<file path="config.mk">
export PLATFORM = sky130hd
export DESIGN_NAME = vote_logger
export DESIGN_NICKNAME = d
export VERILOG_FILES = /design/src/rtl/vote_logger.sv
export SDC_FILE = /design/constraint.sdc
export NUM_CORES = 1
export LEC_CHECK = 0
export ABC_AREA = 1
export CORE_ASPECT_RATIO = 0.8
export CORE_MARGIN = 2
export CORE_UTILIZATION = 30
export CTS_BUF_LIST = sky130_fd_sc_hd__clkbuf_8
export DETAILED_ROUTE_END_ITERATION = 8
export SETUP_SLACK_MARGIN = 0.05
export SYNTH_ARGS = -nofsm -noshare
export SYNTH_HDL_FRONTEND = slang
export SYNTH_SLANG_ARGS = --single-unit
</file>
<file path="constraint.sdc">
create_clock -name clock -period 2.8 [get_ports clock]
set_clock_uncertainty 0.15 [all_clocks]
set_input_delay 0.56 -clock clock [delete_from_list [all_inputs] [get_ports clock]]
set_output_delay 0.56 -clock clock [all_outputs]
set_load 0.03 [all_outputs]
</file>
<file path="src/rtl/vote_logger.sv">
// vote_logger: per-candidate vote tally with single-voter lockout and result
// readout. Each accepted one-hot valid_vote pulse bumps a saturating tally and
// starts a LOCKOUT-cycle hold during which further pulses are ignored. In result
// mode the tally of candidate sel is presented on count_out.
//
// Optional feature: define VOTE_TOTAL_EN to add the total_votes output, a
// saturating count of every accepted vote.
module vote_logger #(
    parameter int NUM_CAND = 4,
    parameter int CNT_W    = 8,
    parameter int LOCKOUT  = 16
) (
    input  logic                                clock,
    input  logic                                reset,
    input  logic                                mode,
    input  logic [NUM_CAND-1:0]                 valid_vote,
    input  logic [$clog2(NUM_CAND)-1:0]         sel,
    output logic                                vote_accepted,
    output logic                                multi_err,
    output logic                                busy,
    output logic [CNT_W-1:0]                    count_out
`ifdef VOTE_TOTAL_EN
    ,
    output logic [CNT_W+$clog2(NUM_CAND)-1:0]   total_votes
`endif
);

    localparam int SEL_W = $clog2(NUM_CAND);
    localparam int CTR_W = (LOCKOUT > 1) ? $clog2(LOCKOUT) : 1;

    localparam logic [SEL_W:0]     NUM_CAND_W = (SEL_W + 1)'(NUM_CAND);
    localparam logic [CTR_W-1:0]   CTR_LOAD   = CTR_W'(LOCKOUT - 1);
    localparam logic [CNT_W-1:0]   TALLY_MAX  = '1;

    typedef enum logic [1:0] {
        S_VOTE   = 2'd0,
        S_HOLD   = 2'd1,
        S_RESULT = 2'd2
    } state_t;

    state_t               state;
    state_t               state_next;
    logic [CTR_W-1:0]     ctr;
    logic [CTR_W-1:0]     ctr_next;
    logic                 accept_next;
    logic                 err_next;
    logic                 busy_next;
    logic [CNT_W-1:0]     count_next;

    logic [CNT_W-1:0]     tally [NUM_CAND];

    logic [NUM_CAND-1:0]  vote_low_cleared;
    logic                 one_hot;
    logic                 multi_hot;
    logic [SEL_W-1:0]     vote_idx;
    logic                 sel_ok;

    // Classify the incoming pulses: exactly one bit set, or two or more.
    always_comb begin
        // NOTE: every combinational output gets a default before any branch,
        // so no path leaves a value unassigned and no latch is inferred.
        vote_low_cleared = valid_vote & (valid_vote - NUM_CAND'(1));
        one_hot          = (valid_vote != '0) && (vote_low_cleared == '0);
        multi_hot        = (valid_vote != '0) && (vote_low_cleared != '0);
    end

    // Encode the position of the single set bit (only used when one_hot).
    always_comb begin
        vote_idx = '0;
        for (int i = 0; i < NUM_CAND; i++) begin
            if (valid_vote[i]) begin
                vote_idx = SEL_W'(i);
            end
        end
    end

    // Candidate indices beyond the configured range read back as zero.
    assign sel_ok = ({1'b0, sel} < NUM_CAND_W);

    // Next-state, lockout counter and next output values.
    always_comb begin
        state_next  = state;
        ctr_next    = ctr;
        accept_next = 1'b0;
        err_next    = 1'b0;
        busy_next   = 1'b0;
        count_next  = '0;

        unique case (state)
            S_VOTE: begin
                if (mode) begin
                    // Entering readout takes priority; pulses this cycle are dropped.
                    state_next = S_RESULT;
                end else if (one_hot) begin
                    accept_next = 1'b1;
                    busy_next   = 1'b1;
                    ctr_next    = CTR_LOAD;
                    state_next  = S_HOLD;
                end else if (multi_hot) begin
                    err_next = 1'b1;
                end
            end

            S_HOLD: begin
                // busy stays high for LOCKOUT cycles: the load cycle plus
                // LOCKOUT-1 decrements; the exit happens on the ctr==0 cycle.
                if (ctr == '0) begin
                    state_next = mode ? S_RESULT : S_VOTE;
                end else begin
                    ctr_next  = ctr - 1'b1;
                    busy_next = 1'b1;
                end
            end

            S_RESULT: begin
                if (!mode) begin
                    state_next = S_VOTE;
                end
            end

            default: begin
                state_next = S_VOTE;
            end
        endcase

        // count_out tracks the state it is registered alongside, so it is
        // non-zero only while the registered state is S_RESULT. Tallies never
        // change on a transition into S_RESULT, so the current value is exact.
        if ((state_next == S_RESULT) && sel_ok) begin
            count_next = tally[sel];
        end
    end

    // State register, lockout counter and registered outputs.
    always_ff @(posedge clock) begin
        // NOTE: sequential state is written with non-blocking assignments so
        // every register samples pre-edge values regardless of statement order.
        if (!reset) begin
            state         <= S_VOTE;
            ctr           <= '0;
            vote_accepted <= 1'b0;
            multi_err     <= 1'b0;
            busy          <= 1'b0;
            count_out     <= '0;
        end else begin
            state         <= state_next;
            ctr           <= ctr_next;
            vote_accepted <= accept_next;
            multi_err     <= err_next;
            busy          <= busy_next;
            count_out     <= count_next;
        end
    end

    // Per-candidate saturating tallies.
    always_ff @(posedge clock) begin
        // NOTE: the tally array is cleared by reset because a fresh election
        // must start from zero; storage that only holds data would be left
        // unreset.
        if (!reset) begin
            for (int i = 0; i < NUM_CAND; i++) begin
                tally[i] <= '0;
            end
        end else if (accept_next && (tally[vote_idx] != TALLY_MAX)) begin
            tally[vote_idx] <= tally[vote_idx] + CNT_W'(1);
        end
    end

`ifdef VOTE_TOTAL_EN
    localparam int                 TOT_W   = CNT_W + SEL_W;
    localparam logic [TOT_W-1:0]   TOT_MAX = '1;

    // Grand total of accepted votes, including those taken at per-candidate
    // saturation; saturates at its own maximum.
    always_ff @(posedge clock) begin
        if (!reset) begin
            total_votes <= '0;
        end else if (accept_next && (total_votes != TOT_MAX)) begin
            total_votes <= total_votes + TOT_W'(1);
        end
    end
`endif

endmodule

</file>
==> results of run 1 <==
==> cell families after synthesis <==
family                     synth area share [%]
xor gates and xnor gates                  1.334
and+or+nand+nor                           31.78
DFF                                       49.55
adders and majority gates                0.9527
buffers and inverters                     7.623
AOI/OAI and AO/OA                         8.766
==> repair_timing <==
item	4_1_cts	5_1_grt
resized for setup	2	11
pin swaps	0	2
setup endpoints to repair	57	64
buffers inserted	0	1
==> sequential cells by signal, summed over array words and instances, names as in the netlist <==
signal and flops:
state 2, vote_accepted 1, multi_err 1, ctr 4
busy 1, count_out 8, tally 32
==> routing by layer <==
metal  vias up  wire, um  GRT usage, %
li1       1173         -             -
met1      1076      3575         24.52
met4         0        77         4.429
met3         6       552         3.199
met5         -         0             0
met2        90      3138         24.66
==> layout by cell type, fill, tap and decap left out, types with 2 or more instances in the layout <==
cell type	Yosys	final
buf_12	0	4
nand3_2	3	3
o32ai_1	7	7
nand3_1	13	13
inv_1	38	35
clkbuf_8	0	5
nand2_1	75	70
clkdlybuf4s50_1	0	17
o21ai_0	21	21
a31oi_1	5	5
nor2_2	2	2
nor2_4	2	2
nand3_4	4	4
edfxtp_1	32	32
a21oi_1	4	4
nand2_2	6	11
inv_2	5	7
buf_4	1	51
nand2_4	4	4
nor2_1	59	59
dfxtp_1	17	17
xor2_1	3	3
==> stage by stage <==
| stage | TNS [ns] | hold WS, ns | cell area (um^2) |
|---|---|---|---|
| finish | 0 | 0.3489 | 3507 |
| global route | 0 | 0.3844 | 3507 |
| CTS | 0 | 0.3435 | 3470 |
| detailed placement | -23.09 | 0.3285 | 3373 |
| global placement | -22.09 | 0.3164 | 3373 |
| floorplan | 0 | 0.3023 | 2626 |
==> final timing paths <==
| check | slack [ns] | to | startpoint |
|---|---|---|---|
| worst max register to register | 0.61 | tally[2][7] | tally[1][1] |
| worst max-delay path | 0.21 | tally[2][7] | valid_vote[3] |
| worst min-delay path | 0.35 | ctr[3] | ctr[3] |
| worst min register to register | 0.35 | ctr[3] | ctr[3] |
==> cell type report <==
| type | count | area, um^2 | share of cell area, % |
|---|---|---|---|
| multi-input combinational | 218 | 1150 | 32.79 |
| sequential | 49 | 1301 | 37.10 |
| tap | 112 | 140.1 | 3.996 |
| clock buffer | 5 | 68.82 | 1.962 |
| clock inverter | 3 | 28.78 | 0.8206 |
| timing repair buffer | 74 | 654.4 | 18.66 |
| inverter | 43 | 163.9 | 4.674 |
==> power by group <==
group | total, mW | internal, mW | switching [mW]
Clock | 0.471 | 0.188 | 0.283
Sequential | 0.826 | 0.804 | 0.0221
Combinational | 0.351 | 0.150 | 0.202
==> cell usage after synthesis (2+ instances only) <==
cell type	number	area (um^2)
nor2_1	59	221.5
o32ai_1	7	61.31
nand2_4	4	45.04
nand3_4	4	70.07
clkbuf_1	4	15.01
ha_1	2	25.02
xor2_1	3	26.28
o21ai_0	21	105.1
nand3_1	13	65.06
a21oi_1	4	20.02
inv_2	5	18.77
nand3_2	3	30.03
dfxtp_1	17	340.3
inv_1	38	142.6
a31oi_1	5	31.28
edfxtp_1	32	960.9
nand2_1	75	281.5
nand2_2	6	37.54
nor2_2	2	12.51
nor2_4	2	22.52
==> worst register-to-register path: stages (launching register included) <==
cell and delay [ns]:
edfxtp_1 0.45, nand2_1 0.10, nand2_1 0.05, inv_1 0.05, nand2_1 0.05, nand2_1 0.11
inv_2 0.07, ha_4 0.16, nand3_2 0.08, inv_2 0.05, nand2_4 0.06, nor2_4 0.05
nor2_8 0.18, nand3_4 0.09, nand2_2 0.10, buf_12 0.12
==> out/metrics.cfg, run 1 <==
[status]
outcome = finished clean

[setup_path]
reg2regPathDepth = 15
worst-path-buf-inv = 6
cp_cell_sequence = clkdlybuf4s50_1, inv_2, buf_12, nand2_4, nand2_1, nand2_1, nand2_1, inv_2, ha_4, nand3_2, inv_2, nand2_4, nor2_4, nor2_8, buf_4, nand3_1, nor2_1
crit_family = buffers and inverters
start_kind = input pin
endpoint_kind = register
worstPathRequired_ns = 2.73
arrival_ns = 2.52
path_depth = 17
cp_max_fo = 9
crit_slowest_cell = clkdlybuf4s50_1
slowest_delay_ns = 0.49
worstSetupPathType = input pin to register

[placement]
dpl.hpwl_um = 5684
dp.cells = 495
preCtsSetupSlack_ns = -0.4496
gp_congestion = 0.9126
portBuffers = 19

[clocking]
cts.clk_slew.worst_paths_ns = 0.10
cts_tree = yes
insertion_delay_ns = 0.32
root_buffer = clkbuf_8
htreeDepth = 2
cts_buffers = 5
holdBufCountCts = 0
cts_sinks = 49
max-clock-path-buffers = 2

[power_and_ir_drop]
power.leakage_nw = 1.587
ir_drop_mv = 0.2092
total_power_mw = 1.648
powerDensity_nw_per_um2 = 469.9

[flow_run]
maxCapViolations = 0

[synthesis]
syn_inst = 317
ys_seq_area_share_pct = 49.55
ys_types = 31
syn_avg_cell_area_um2 = 8.285
synthFlopType = edfxtp_1
ys_seq_elements = 49
syn-num-nets = 328
async_reset_ff_share_pct = 0
synth_area_um2 = 2626
synth-edff-count = 32
synth_warnings = 0

[floorplanning]
die_w_um = 108.6
pin_count = 20
core_area_um2 = 8483
die_h_um = 87.69
placement_rows = 30
dieArea_um2 = 9523
start_util_pct = 30.96

[routing]
routedWlPerCell_um = 14.57
vias = 2345
drc = 0
dr.pass1.iters = 4
drtIter0Drc = 146
vias_per_cell = 4.653
routed_wl_um = 7344
drtAntennaViolNets = 0

[timing]
worst_slew_pin_slew_ns = 0.5547
hold_violations = 0
rsz0062_at_grt = no
slew_headroom_pct = 62.91
fmax_mhz = 386.6
finalWorstSetupSlack_ns = 0.2134
fin_crit_ns = 2.587
slew_viol_final = 0
setup-violations-final = 0
finalCritPeriodShare_pct = 92.38

[layout]
nNetsFinal = 402
syn2layout_area_growth_pct = 33.54
final_core_util_pct = 41.34
final_cells = 504
nFillCells = 825
diodes = 0
drive_gt1_share_pct = 25.51

[global_routing]
grtUsageTotal_pct = 16.56
grt_pass1_vias = 2205
grt_antenna_before_repair = 0
grt_max_degree = 19
globalRouteOverflowTotal = 0
grt_pass1_wl_um = 11630

[worst_hold_path]
worstHoldPathType = register to register
holdPathStages = 2

(Power assumes the default switching activity.)
==> run 2, diff against run 1 <==
- ABC_AREA: 1 -> not set
==> out/metrics.cfg, run 2 <==
[status]
outcome = finished, violations left
violations = setup timing

[layout]
largest-register = tally
largest_reg_flops = 32
drive_gt1_share_pct = 44.56
syn2layout_area_growth_pct = 40.42
final_common_cell = buf_4
final_cell_mix = buf_4 (50), edfxtp_1 (32), dfxtp_1 (17), clkdlybuf4s50_1 (16)
diodes = 0
final_cells = 393
largest_registers = tally: 32 flops, count_out: 8 flops, ctr: 4 flops
nNetsFinal = 295

[synthesis]
synth_compound_area_share_pct = 13.11
synthFlopType = edfxtp_1
syn_inst = 210
synthXorXnorAreaFrac_pct = 2.101
synth_top_family_by_area = simple AND/OR/NAND/NOR gates
synth-edff-count = 32
synthTopCellsByArea = edfxtp_1 (38%), dfxtp_1 (14%), mux4_2 (7.2%)
syn_avg_cell_area_um2 = 11.91
synth_top_area_share_pct = 38.42
synth_largest_area_cell = edfxtp_1
synth_area_um2 = 2501
syn-num-nets = 221
async_reset_ff_share_pct = 0
synth_adder_area_share_pct = 1.001
synthMuxAreaShare_pct = 11.46
synth-simple-area-share_pct = 16.01
yosysMostFrequentCell = edfxtp_1
yosys-top-cells-count = edfxtp_1 (32), nor2_1 (23), dfxtp_1 (17)
ys_seq_elements = 49
synth_warnings = 0
ys_types = 49
ys_seq_area_share_pct = 52.03

[floorplanning]
core_area_um2 = 8019
start_util_pct = 31.19
placement_rows = 29
die_h_um = 85.67
dieArea_um2 = 9088
pin_count = 20
die_w_um = 106.1

[clocking]
root_buffer = clkbuf_8
holdBufCountCts = 0
cts_buffers = 5
insertion_delay_ns = 0.31
cts.clk_slew.worst_paths_ns = 0.09
cts_tree = yes
max-clock-path-buffers = 2
htreeDepth = 2
cts_sinks = 49

[routing]
routed_wl_um = 6393
vias_per_cell = 4.898
drtAntennaViolNets = 0
drtIter0Drc = 102
vias = 1925
drc = 0
dr.pass1.iters = 4
routedWlPerCell_um = 16.27

[power_and_ir_drop]
power.leakage_nw = 1.299
total_power_mw = 1.584
clock_power_share_pct = 27.5
seqPwrFrac_pct = 51.8
p_int_mw = 1.159
p_sw_share_pct = 26.84
ir_drop_mv = 0.2036
power.switching_mw = 0.4250
combPwrFrac_pct = 20.8
powerDensity_nw_per_um2 = 450.9

[setup_path]
arrival_ns = 2.72
cp_cell_sequence = mux2i_1, a222oi_1, ha_2, o2111ai_2, or4b_4, buf_8, o21ai_4, buf_8, nor3_4
slowest_delay_ns = 0.56
worstPathRequired_ns = 2.71
critPathMostFrequentCell = buf_8
crit_slowest_cell = or4b_4
start_kind = register
cp_max_fo = 8
endpoint_kind = register
worstSetupPathType = register to register

[placement]
dpl.hpwl_um = 4615
gp_congestion = 0.8141
portBuffers = 19
dp.cells = 375

[timing]
setup-violations-final = 16
finalCritPeriodShare_pct = 100.6
slew_headroom_pct = 61.84
hold_ws_ns = 0.3822
fin_crit_ns = 2.816
worst_slew_pin_slew_ns = 0.5706
slew_viol_final = 0
fmax_mhz = 355.1
tns_ns = -0.1063
rsz0062_at_grt = yes
hold_violations = 0
finalWorstSetupSlack_ns = -0.01647

[flow_run]
maxCapViolations = 0

[global_routing]
grtUsageTotal_pct = 14.55
grt_max_degree = 16
grt_pass1_vias = 1870
grt_pass1_wl_um = 9949
globalRouteOverflowTotal = 0
grt_antenna_before_repair = 0

[worst_hold_path]
worstHoldPathType = register to register

run 2: changes by cell type after synthesis, moves of 12 or more:
cell     delta
inv_1      -28
nor2_1     -36
nor2b_1    +12
nand2_1    -65
o21ai_0    -17
run 2: layer usage:
layer	up-vias	global-route usage, %	share of wire, %
li1	929	-	-
met1	932	21.14	49
met2	53	21.70	44
met3	11	2.736	5.8
met4	0	5.263	1.8
met5	-	0	0
run 2: final cells by class:
type | instances | area (um^2)
timing repair buffer | 78 | 678.2
sequential | 49 | 1301
clock buffer | 6 | 82.58
tap | 108 | 135.1
clock inverter | 2 | 10.01
inverter | 10 | 37.54
multi-input combinational | 140 | 1267
fill | 725 | 4507
run 2: per-stage QoR:
| stage | setup slack [ns] | area (um^2) | util (%) |
|---|---|---|---|
| after floorplan | -0.2586 | 2559 | - |
| after global placement | -0.7961 | 3166 | 39.48 |
| after detailed placement | -0.8329 | 3166 | 39.48 |
| after CTS | -0.06609 | 3427 | 42.74 |
| after global routing | -0.09812 | 3512 | 43.80 |
| final | -0.01647 | 3512 | 43.80 |
run 2: final timing paths:
check	to	cells after the start	slack (ns)	start
worst min-delay path	ctr[0]	2	0.38	ctr[0]
worst min register to register	ctr[0]	2	0.38	ctr[0]
worst max-delay path	tally[2][3]	9	-0.02	tally[1][1]
worst max register to register	tally[2][3]	9	-0.02	tally[1][1]
run 2: cell families after synthesis:
family,after synthesis
AND/OR/NAND/NOR,78
flip-flops,49
AO/OA/AOI/OAI,36
buffers and inverters,21
multiplexers,18
XOR/XNOR,6
adder cells (fa/ha/maj),2
run 2: critical path: cells and delay by family (launching register included):
family | cells | cell delay (ns)
muxes | 1 | 0.08
adders and majority gates | 1 | 0.28
DFF | 1 | 0.38
AOI/OAI and AO/OA | 3 | 0.71
and+or+nand+nor | 2 | 0.60
buffers and inverters | 2 | 0.35
run 2: power by group through the flow:
stage | clock network, mW | registers, mW | logic [mW]
finish | 0.435 | 0.820 | 0.329
global route | 0.481 | 0.824 | 0.352
CTS | 0.445 | 0.819 | 0.312
detailed placement | 0 | 0.836 | 0.283
global placement | 0 | 0.835 | 0.282
floorplan | 0 | 0.843 | 0.151
run 2: timing repair:
item | CTS | global route
endpoints found under the setup margin | 68 | 64
pin swaps | 9 | 9
gates resized for setup | 40 | 23
buffers inserted | 9 | 2
==> run 3, diff against run 2 <==
- clock period: 2.8 -> 3.6 ns (I/O delays scaled with it)
==> out/metrics.cfg, run 3 (synthesis results as in run 2) <==
[status]
outcome = finished clean

[routing]
routed_wl_um = 5729
drtIter0Drc = 69
drc = 0
routedWlPerCell_um = 15.78
vias = 1809
dr.pass1.iters = 4
vias_per_cell = 4.983
drtAntennaViolNets = 0

[layout]
nFillCells = 766
final_cell_area_um2 = 3080
multiInputGateArea_um2 = 1097
final_cells = 363
final_common_cell = edfxtp_1
drive_gt1_share_pct = 23.92
syn2layout_area_growth_pct = 23.16
final_cell_mix = edfxtp_1 (32), buf_4 (28), nor2_1 (23), clkdlybuf4s50_1 (18), dfxtp_1 (17)
largest-register = tally
largest_reg_flops = 32
nNetsFinal = 265
final_core_util_pct = 38.41
diodes = 0
register_area_um2 = 1301
largest_registers = tally: 32 flops, count_out: 8 flops, ctr: 4 flops

[placement]
placed_area_um2 = 2979
dp.cells = 354
dpl.hpwl_um = 4450
gp_congestion = 0.8882
portBuffers = 19

[setup_path]
start_kind = input pin
arrival_ns = 3.33
crit_slowest_cell = or4b_1
cp_cell_sequence = clkdlybuf4s50_1, buf_4, mux2i_1, a211oi_2, ha_1, o2111ai_1, or4b_1, buf_4, xor2_1, buf_4, nor3_1
crit_family = buffers and inverters
slowest_delay_ns = 0.52
critPathMostFrequentCell = buf_4
worstSetupPathType = input pin to register
cp_max_fo = 9
worst-path-buf-inv = 4
worstPathRequired_ns = 3.51
endpoint_kind = register

[power_and_ir_drop]
seqPwrFrac_pct = 55.2
ir_drop_mv = 0.1414
power.leakage_nw = 1.119
clock_power_share_pct = 28.0
p_sw_share_pct = 26.82
p_int_mw = 0.8493
power.switching_mw = 0.3112
powerDensity_nw_per_um2 = 376.7
combPwrFrac_pct = 16.8

[clocking]
holdBufCountCts = 0
cts_sinks = 49
cts_tree = yes
insertion_delay_ns = 0.31
htreeDepth = 2
root_buffer = clkbuf_8
cts_buffers = 5
max-clock-path-buffers = 2
cts.clk_slew.worst_paths_ns = 0.10

[global_routing]
grt_max_degree = 16
globalRouteOverflowTotal = 0
grt_pass1_vias = 1683
grt_pass1_wl_um = 9156
grtUsageTotal_pct = 13.45
grt_antenna_before_repair = 0

[floorplanning]
pin_count = 20
die_h_um = 85.67
core_area_um2 = 8019
die_w_um = 106.1
placement_rows = 29
start_util_pct = 31.19
dieArea_um2 = 9088

[timing]
tns_ns = 0
finalCritPeriodShare_pct = 95.16
fin_crit_ns = 3.426
fmax_mhz = 291.9
rsz0062_at_grt = no
slew_headroom_pct = 57.01
hold_violations = 0
slew_viol_final = 0
setup-violations-final = 0
worst_slew_pin_slew_ns = 0.6368

[flow_run]
maxCapViolations = 0

[worst_hold_path]
worstHoldPathType = register to register

-- run 3: repair_timing --
action | CTS | global route
setup buffers | 0 | 1
resized for setup | 0 | 3
endpoints found under the setup margin | 0 | 58
-- run 3: worst paths after layout --
| check | endpoint | cells after the start | slack (ns) | startpoint |
|---|---|---|---|---|
| worst min-delay path | ctr[0] | 2 | 0.39 | ctr[0] |
| worst min register to register | ctr[0] | 2 | 0.39 | ctr[0] |
| worst max-delay path | tally[2][6] | 11 | 0.17 | valid_vote[1] |
| worst max register to register | tally[2][6] | 9 | 0.72 | tally[3][1] |
-- run 3: final cells by class --
class	instances	area share, %
sequential	49	42.24
multi-input combinational	140	35.62
timing repair buffer	48	13.73
tap	108	4.387
clock buffer	5	2.234
inverter	10	1.219
clock inverter	3	0.5686
-- run 3: power groups by stage --
stage	Sequential, mW	Clock [mW]	Combinational, mW
after floorplan	0.656	0	0.112
after global placement	0.653	0	0.191
after CTS	0.640	0.335	0.193
final	0.641	0.325	0.195
after global routing	0.643	0.360	0.213
after detailed placement	0.653	0	0.192
-- run 3: worst min-delay path: cells and delay by family, from the launching register on --
kind	cells	cell delay, ns
flip-flops	1	0.35
AO/OA/AOI/OAI	1	0.07
AND/OR/NAND/NOR	1	0.08
-- run 3: metrics by stage --
step | hold WS (ns) | setup slack [ns] | total power [mW]
global placement | 0.3581 | -0.2217 | 0.8434
floorplan | 0.3341 | 0.1773 | 0.7673
global route | 0.4301 | 0.08572 | 1.216
finish | 0.3865 | 0.1742 | 1.161
detailed placement | 0.3731 | -0.2563 | 0.8443
CTS | 0.3891 | 0.06947 | 1.168
-- run 3: metal layers --
metal	GRT usage (%)	vias to the layer above	routed length, um
met5	0	-	0
met2	18.53	59	2313
met1	20.62	870	2954
met3	3.191	8	385
met4	4.306	0	75
li1	-	872	-
